===== src/rtl/pwm_capture.sv =====
// pwm_capture: measures period and high time of an asynchronous PWM line
// against sys_clk, and flags a stuck line when rising edges stop arriving.
module pwm_capture #(
   parameter int              CNT_W       = 16,
   parameter logic [CNT_W-1:0] TIMEOUT_MAX = 16'd50_000
) (
   input  logic             sys_clk,
   input  logic             sys_rst,
   input  logic             pwm_in,
   output logic [CNT_W-1:0] period_out,
   output logic [CNT_W-1:0] high_out,
   output logic             meas_valid,
   output logic             stuck_out,
   output logic             level_out
);

   localparam logic [CNT_W-1:0] CNT_ONE = {{(CNT_W-1){1'b0}}, 1'b1};

   typedef enum logic [1:0] {
      ST_IDLE    = 2'd0,
      ST_MEASURE = 2'd1,
      ST_STUCK   = 2'd2
   } state_t;

   state_t           state_r;
   logic             s1_r;
   logic             s2_r;
   logic             p_r;
   logic             rise_s;
   logic [CNT_W-1:0] pcnt_r;
   logic [CNT_W-1:0] hcnt_r;

   // s2 is the only internal view of the line; p holds its previous value
   assign rise_s = s2_r & ~p_r;

   // Two-flop synchronizer plus the delay flop used for edge detection
   always_ff @(posedge sys_clk) begin
      if (sys_rst) begin
         s1_r <= 1'b0;
         s2_r <= 1'b0;
         p_r  <= 1'b0;
      end else begin
         s1_r <= pwm_in;
         s2_r <= s1_r;
         p_r  <= s2_r;
      end
   end

   // Period and high-time counters: restart at 1 on a rise, saturate at TIMEOUT_MAX
   always_ff @(posedge sys_clk) begin
      if (sys_rst) begin
         pcnt_r <= '0;
         hcnt_r <= '0;
      end else if (rise_s) begin
         pcnt_r <= CNT_ONE;
         hcnt_r <= CNT_ONE;
      end else begin
         if (pcnt_r < TIMEOUT_MAX) begin
            pcnt_r <= pcnt_r + CNT_ONE;
         end else begin
            pcnt_r <= pcnt_r;
         end
         if (s2_r && (hcnt_r < TIMEOUT_MAX)) begin
            hcnt_r <= hcnt_r + CNT_ONE;
         end else begin
            hcnt_r <= hcnt_r;
         end
      end
   end

   // Measurement FSM with registered result, strobe and stuck outputs
   always_ff @(posedge sys_clk) begin
      if (sys_rst) begin
         state_r    <= ST_IDLE;
         period_out <= '0;
         high_out   <= '0;
         meas_valid <= 1'b0;
         stuck_out  <= 1'b0;
         level_out  <= 1'b0;
      end else begin
         meas_valid <= 1'b0;
         case (state_r)
            ST_IDLE: begin
               // the first edge only starts a measurement window
               if (rise_s) begin
                  state_r <= ST_MEASURE;
               end else begin
                  state_r <= ST_IDLE;
               end
            end
            ST_MEASURE: begin
               // a rise coinciding with the timeout still counts as a period
               if (rise_s) begin
                  period_out <= pcnt_r;
                  high_out   <= hcnt_r;
                  meas_valid <= 1'b1;
                  state_r    <= ST_MEASURE;
               end else if (pcnt_r == TIMEOUT_MAX) begin
                  state_r   <= ST_STUCK;
                  stuck_out <= 1'b1;
                  level_out <= s2_r;
               end else begin
                  state_r <= ST_MEASURE;
               end
            end
            ST_STUCK: begin
               // recovery edge re-arms without reporting a bogus period
               if (rise_s) begin
                  state_r   <= ST_MEASURE;
                  stuck_out <= 1'b0;
               end else begin
                  state_r <= ST_STUCK;
               end
            end
            default: begin
               state_r   <= ST_IDLE;
               stuck_out <= 1'b0;
            end
         endcase
      end
   end

endmodule


===== config.mk =====
export PLATFORM = sky130hd
export DESIGN_NAME = pwm_capture
export DESIGN_NICKNAME = d
export VERILOG_FILES = /design/src/rtl/pwm_capture.sv
export SDC_FILE = /design/constraint.sdc
export NUM_CORES = 1
export LEC_CHECK = 0
export BUFFER_PORTS_ARGS = -buffer_cell sky130_fd_sc_hd__buf_4
export CAP_MARGIN = 40
export CORE_ASPECT_RATIO = 1.25
export CORE_MARGIN = 3
export CORE_UTILIZATION = 57
export DETAILED_ROUTE_END_ITERATION = 12
export PLACE_DENSITY = 0.86
export SETUP_SLACK_MARGIN = 0.02
export SKIP_LAST_GASP = 1
export SLEW_MARGIN = 25
export SYNTH_ARGS = -nofsm -noshare
export SYNTH_HDL_FRONTEND = slang
export SYNTH_SLANG_ARGS = --single-unit

===== constraint.sdc =====
create_clock -name sys_clk -period 1.9 [get_ports sys_clk]
set_input_delay 0.19 -clock sys_clk [delete_from_list [all_inputs] [get_ports sys_clk]]
set_output_delay 0.19 -clock sys_clk [all_outputs]
set_load 0.05 [all_outputs]

# Word-level counts from Yosys, hierarchy flattened
# Cells that the tools add are included.
word_totals:
  reg_bits: 72
  out_inout_bits: 35
  word_cells: 51
  inputBits: 3
op_classes:
  magnitude_cmp: 2
  add_sub_neg: 2
  mux: 14
  bitwise_logic: 5
  reduce_logical: 9
  eq_ne: 6
op_table:
  columns: ["cell", "count"]
  rows:
  - ["adder 16 x 1 -> 16 bit (second input constant)", 2]
  - ["less-than comparator 16 bit (second input constant)", 2]
  - ["equality test 16 bit (second input constant)", 1]
  - ["two-way mux 1 bit", 9]
  - ["two-way mux 2 bit", 3]
  - ["!= test 2 bit (second input constant)", 3]
  - ["case mux 2 bit (3 select lines)", 1]
  - ["NOT 1 bit", 4]
  - ["AND reduction 4 bit", 1]
  - ["nonzero test 2 bit", 2]
  - ["OR reduction 2 bit", 2]
  - ["case mux 1 bit (3 select lines)", 1]
  - ["AND reduction 3 bit", 1]
  - ["equality test 2 x 1 -> 1 bit (second input constant)", 1]
  - ["equality test 2 bit (second input constant)", 1]
  - ["zero test 2 bit", 1]
  - ["AND reduction 2 bit", 1]
  - ["AND 1 bit", 1]
  - ["logical AND 1 bit", 1]

# Depth between registers and ports, before layout
logic_depth:
  ltp_word: 4
  depth_mapped: 7
  mapped_depth_nobuf: 6

# Least setup slack after synthesis
# Ideal clock, no wire load.
synth_path:
  kind: "flip-flop to flip-flop"
  startpoint: "reg pcnt_r[10]"
  endpoint: "reg level_out"
  setup_slack_ps: 293
  stages_incl_launch_ff: 6
  synth_period_minus_slack_ps: 1607
  required_ps: 1772
  n_path_buf: 0
  t_arrival_ps: 1479
  path_cell_list: "dfxtp_1 nor4_4 nand4_1 or3_1 mux2i_1 nor2_1"
synth_via:
  elab_chain_len: 2
synth_lines:
  columns: ["element", "line", "source"]
  rows:
  - ["start: declaration", "30", "logic [CNT_W-1:0] pcnt_r;"]
  - ["start signal: assignment", "59", "pcnt_r <= pcnt_r + CNT_ONE;"]
  - ["start signal: assignment", "61", "pcnt_r <= pcnt_r;"]
  - ["equality test 16 bit", "98", "end else if (pcnt_r == TIMEOUT_MAX) begin"]
  - ["AND reduction 3 bit (no line)", null, null]
  - ["end signal: assignment", "101", "level_out <= s2_r;"]
  - ["end: declaration", "14", "output logic level_out"]
# No other way between the ends.
# A chain may end at the register's enable or synchronous reset.

# Final worst setup path
layout_path:
  startpoint: "reg hcnt_r[8]"
  endpoint: "reg hcnt_r[14]"
layout_via:
  elab_chain_len: 2
  elab_cells_between_ends: 3
layout_lines:
  columns: ["element", "line", "source"]
  rows:
  - ["start: declaration", "31", "logic [CNT_W-1:0] hcnt_r;"]
  - ["start signal: assignment", "64", "hcnt_r <= hcnt_r + CNT_ONE;"]
  - ["start signal: assignment", "66", "hcnt_r <= hcnt_r;"]
  - ["less-than comparator 16 bit", "63", "if (s2_r && (hcnt_r < TIMEOUT_MAX)) begin"]
  - ["logical AND 1 bit", "63", null]
# Several ways; a longest one is shown, not always the timed one.

==> results.ini <==
[timing]
fin_crit_sh_pct = 92.8
max_freq_mhz = 567
hold_violations = 0
rsz0062_at_grt = false
tightest_slew_ps = 647
setup_tns_ps = 0
slew_headroom_pct = 56.9
period_minus_slack_ps = 1760
slew_violations = 0
setup_viol = 0
skew_ps = 4.73

[yosys]
avgSynthCellArea_um2 = 8.16
syn_inst = 364
ys_ff_latch = 72
synth_edf_count = 0
ys_seq_area_share_pct = 48.5
synth_nets = 370
ys_warn_count = 0
synth_area_um2 = 2970
synth.distinct_cells = 40
synth_ff_type = dfxtp_1
synthArstFlopShare_pct = 0

[global_route]
grtUsageTotal_pct = 22.6
grt_use_met2_pct = 44.8
grt_util_met1_pct = 22.5
grt_pass1_wl_mm = 11.1
antenna_found_initial = 0
grt_start_max_net_pins = 45
grt_busiest_layer = met2
gr-total-overflow = 0
grt_pass1_vias = 2603
globalRouteMet3Util_pct = 3.36

[route]
via_per_inst = 5.71
detail_route.wl_per_cell_um = 14.4
vias = 2659
routed_wirelength_mm = 6.70
firstDrtPassIters = 4
ant_nets = 0
drc = 0
drt_iter0_markers = 229

[placement]
dp_hpwl_mm = 4.47
dp.cells = 449
gp_congestion = 0.860
portBuffers = 37
placed_cell_area_um2 = 3310

[floorplan]
std_cell_rows = 28
coreArea_um2 = 4870
fp.dieW_um = 70.6
pin_count = 38
initial_core_util_pct = 61.0
die_area_um2 = 6120
die_h_um = 86.7

[cells_and_area]
design_area_um2 = 3530
area.growth.synth_to_final_pct = 18.7
final_nets = 407
drive_gt1_share_pct = 17.2
post-route-util_pct = 72.4
final_cells = 466
antennaDiodeCount = 0

[worst_setup_path]
worst-endpoint-arrival_ps = 2040
worstPathRequired_ps = 2180
r2r_slack_ps = 140
startpoint = hcnt_r[8]
rr_startpoint = hcnt_r[8]
crit_path_end = hcnt_r[14]
slowest_stage = or4_1
crit_type = reg2reg
critPathMaxStageDelay_ps = 480
r2r_end = hcnt_r[14]
start_kind = register
reg2reg_depth = 5
crit_chain = and4_4 > and4_1 > nand2_1 > or4_1 > a21oi_1
critPathCaptureType = register
path_max_fanout = 6

[clocking]
tritoncts = built
clockRootBuffer = clkbuf_8
cts.sinks = 72
clock_latency_ps = 340
htreeDepth = 3
numCtsBuffers = 9
cts_buffer_depth = 2
clk_pin_slew_ps = 70

[power_and_ir_drop]
cell_internal_pwr_mw = 2.23
p_seq_share_pct = 53.8
p_clk_share_pct = 42.7
peakVddDrop_uv = 902
p_comb_share_pct = 3.5
switchingPower_uw = 631
p_leak_nw = 1.24
switching_share_pct = 22.1
p_per_area_nw_per_um2 = 811

[job]
maxCapViolCount = 0

[hold_path]
min_path_type = in2reg

[run_status]
status = finished, final reports clean

-- Yosys cell counts, types with 4 or more instances --
cell / number / area [µm²]
nor2b_1: 5 / 31.3
nand3_1: 10 / 50.1
nand2b_1: 4 / 25.0
buf_2: 4 / 20.0
nand2_1: 82 / 308
or4_1: 4 / 30.0
clkbuf_1: 16 / 60.1
and2_1: 4 / 25.0
inv_1: 4 / 15.0
nor3_1: 11 / 55.1
or3_1: 12 / 75.1
nand4_1: 6 / 37.5
nor2_1: 20 / 75.1
xnor2_1: 11 / 96.3
dfxtp_1: 72 / 1440
o21ai_0: 14 / 70.1
a21oi_1: 52 / 260
-- kinds of logic after synthesis --
family | after synthesis | synth area share, %
buffers and inverters | 24 | 3.20
AND/OR/NAND/NOR | 169 | 27.3
multiplexers | 2 | 0.674
XOR/XNOR | 12 | 3.54
adder cells (fa/ha/maj) | 3 | 1.26
AO/OA/AOI/OAI | 82 | 15.5
flip-flops | 72 | 48.5
-- critical path: cells and delay by family (launching register included) --
kind	cells	cell delay, ps
flops	1	450
compound gates	1	150
simple gates	4	1100
-- worst min path at each step --
stage,from,end,slack [ps],depth (start not counted)
after floorplan,pwm_in,s1_r,320,1
after global placement,pwm_in,s1_r,410,2
after detailed placement,pwm_in,s1_r,410,2
after CTS,pwm_in,s1_r,50,2
after global routing,pwm_in,s1_r,60,2
final,pwm_in,s1_r,60,2
-- power groups by stage --
stage	Clock (mW)	Sequential (mW)	Combinational, mW
2_1_floorplan	0	1.57	0.0714
3_3_place_gp	0	1.57	0.0949
3_5_place_dp	0	1.57	0.0983
4_1_cts	1.23	1.54	0.100
5_1_grt	1.30	1.54	0.112
6_report	1.22	1.54	0.101
-- cell usage in the layout, fill, tap and decap left out, drive strengths merged, types with 11 or more instances in the layout --
cell,synthesis,layout
buf,4,46
nor2,20,20
dfxtp,72,72
o21ai,15,15
a21oi,52,52
nor3,11,11
nand2,82,82
or3,12,12
xnor2,11,11
clkbuf,16,13
-- what timing repair did --
item / in CTS / in global routing
setup buffers: 0 / 1
endpoints found under the setup margin: 0 / 6
resized for setup: 0 / 3
hold buffers: 0 / 0
-- cell type report --
class                           instances  area, µm²
Tap cell                               60       75.1
Multi-Input combinational cell        268       1450
Clock inverter                          3       40.0
Inverter                                4       15.0
Sequential cell                        72       1440
Clock buffer                           13        159
Fill cell                             372       1340
Timing Repair Buffer                   46        345
-- layer usage --
layer  wire length (µm)  vias up  share of wire [%]
li1                   -     1326                  -
met1               2630     1254                 39
met2               3670       66                 55
met3                283       13                4.2
met4                117        0                1.7
met5                  0        -                  0
-- metrics by stage --
stage	setup WS [ps]	hold slack, ps	total power [mW]
CTS	117	52.8	2.87
floorplan	293	318	1.64
finish	137	55.9	2.86
global placement	197	406	1.67
global route	10.3	59.6	2.95
detailed placement	128	406	1.67
-- registers in the layout, summed over array words and instances (netlist names) --
signal      count
pcnt_r         16
stuck_out       1
period_out     16
p_r             1
s1_r            1
meas_valid      1
high_out       16
s2_r            1
state_r         2
level_out       1
hcnt_r         16
Power figures use the tool's default switching activity.
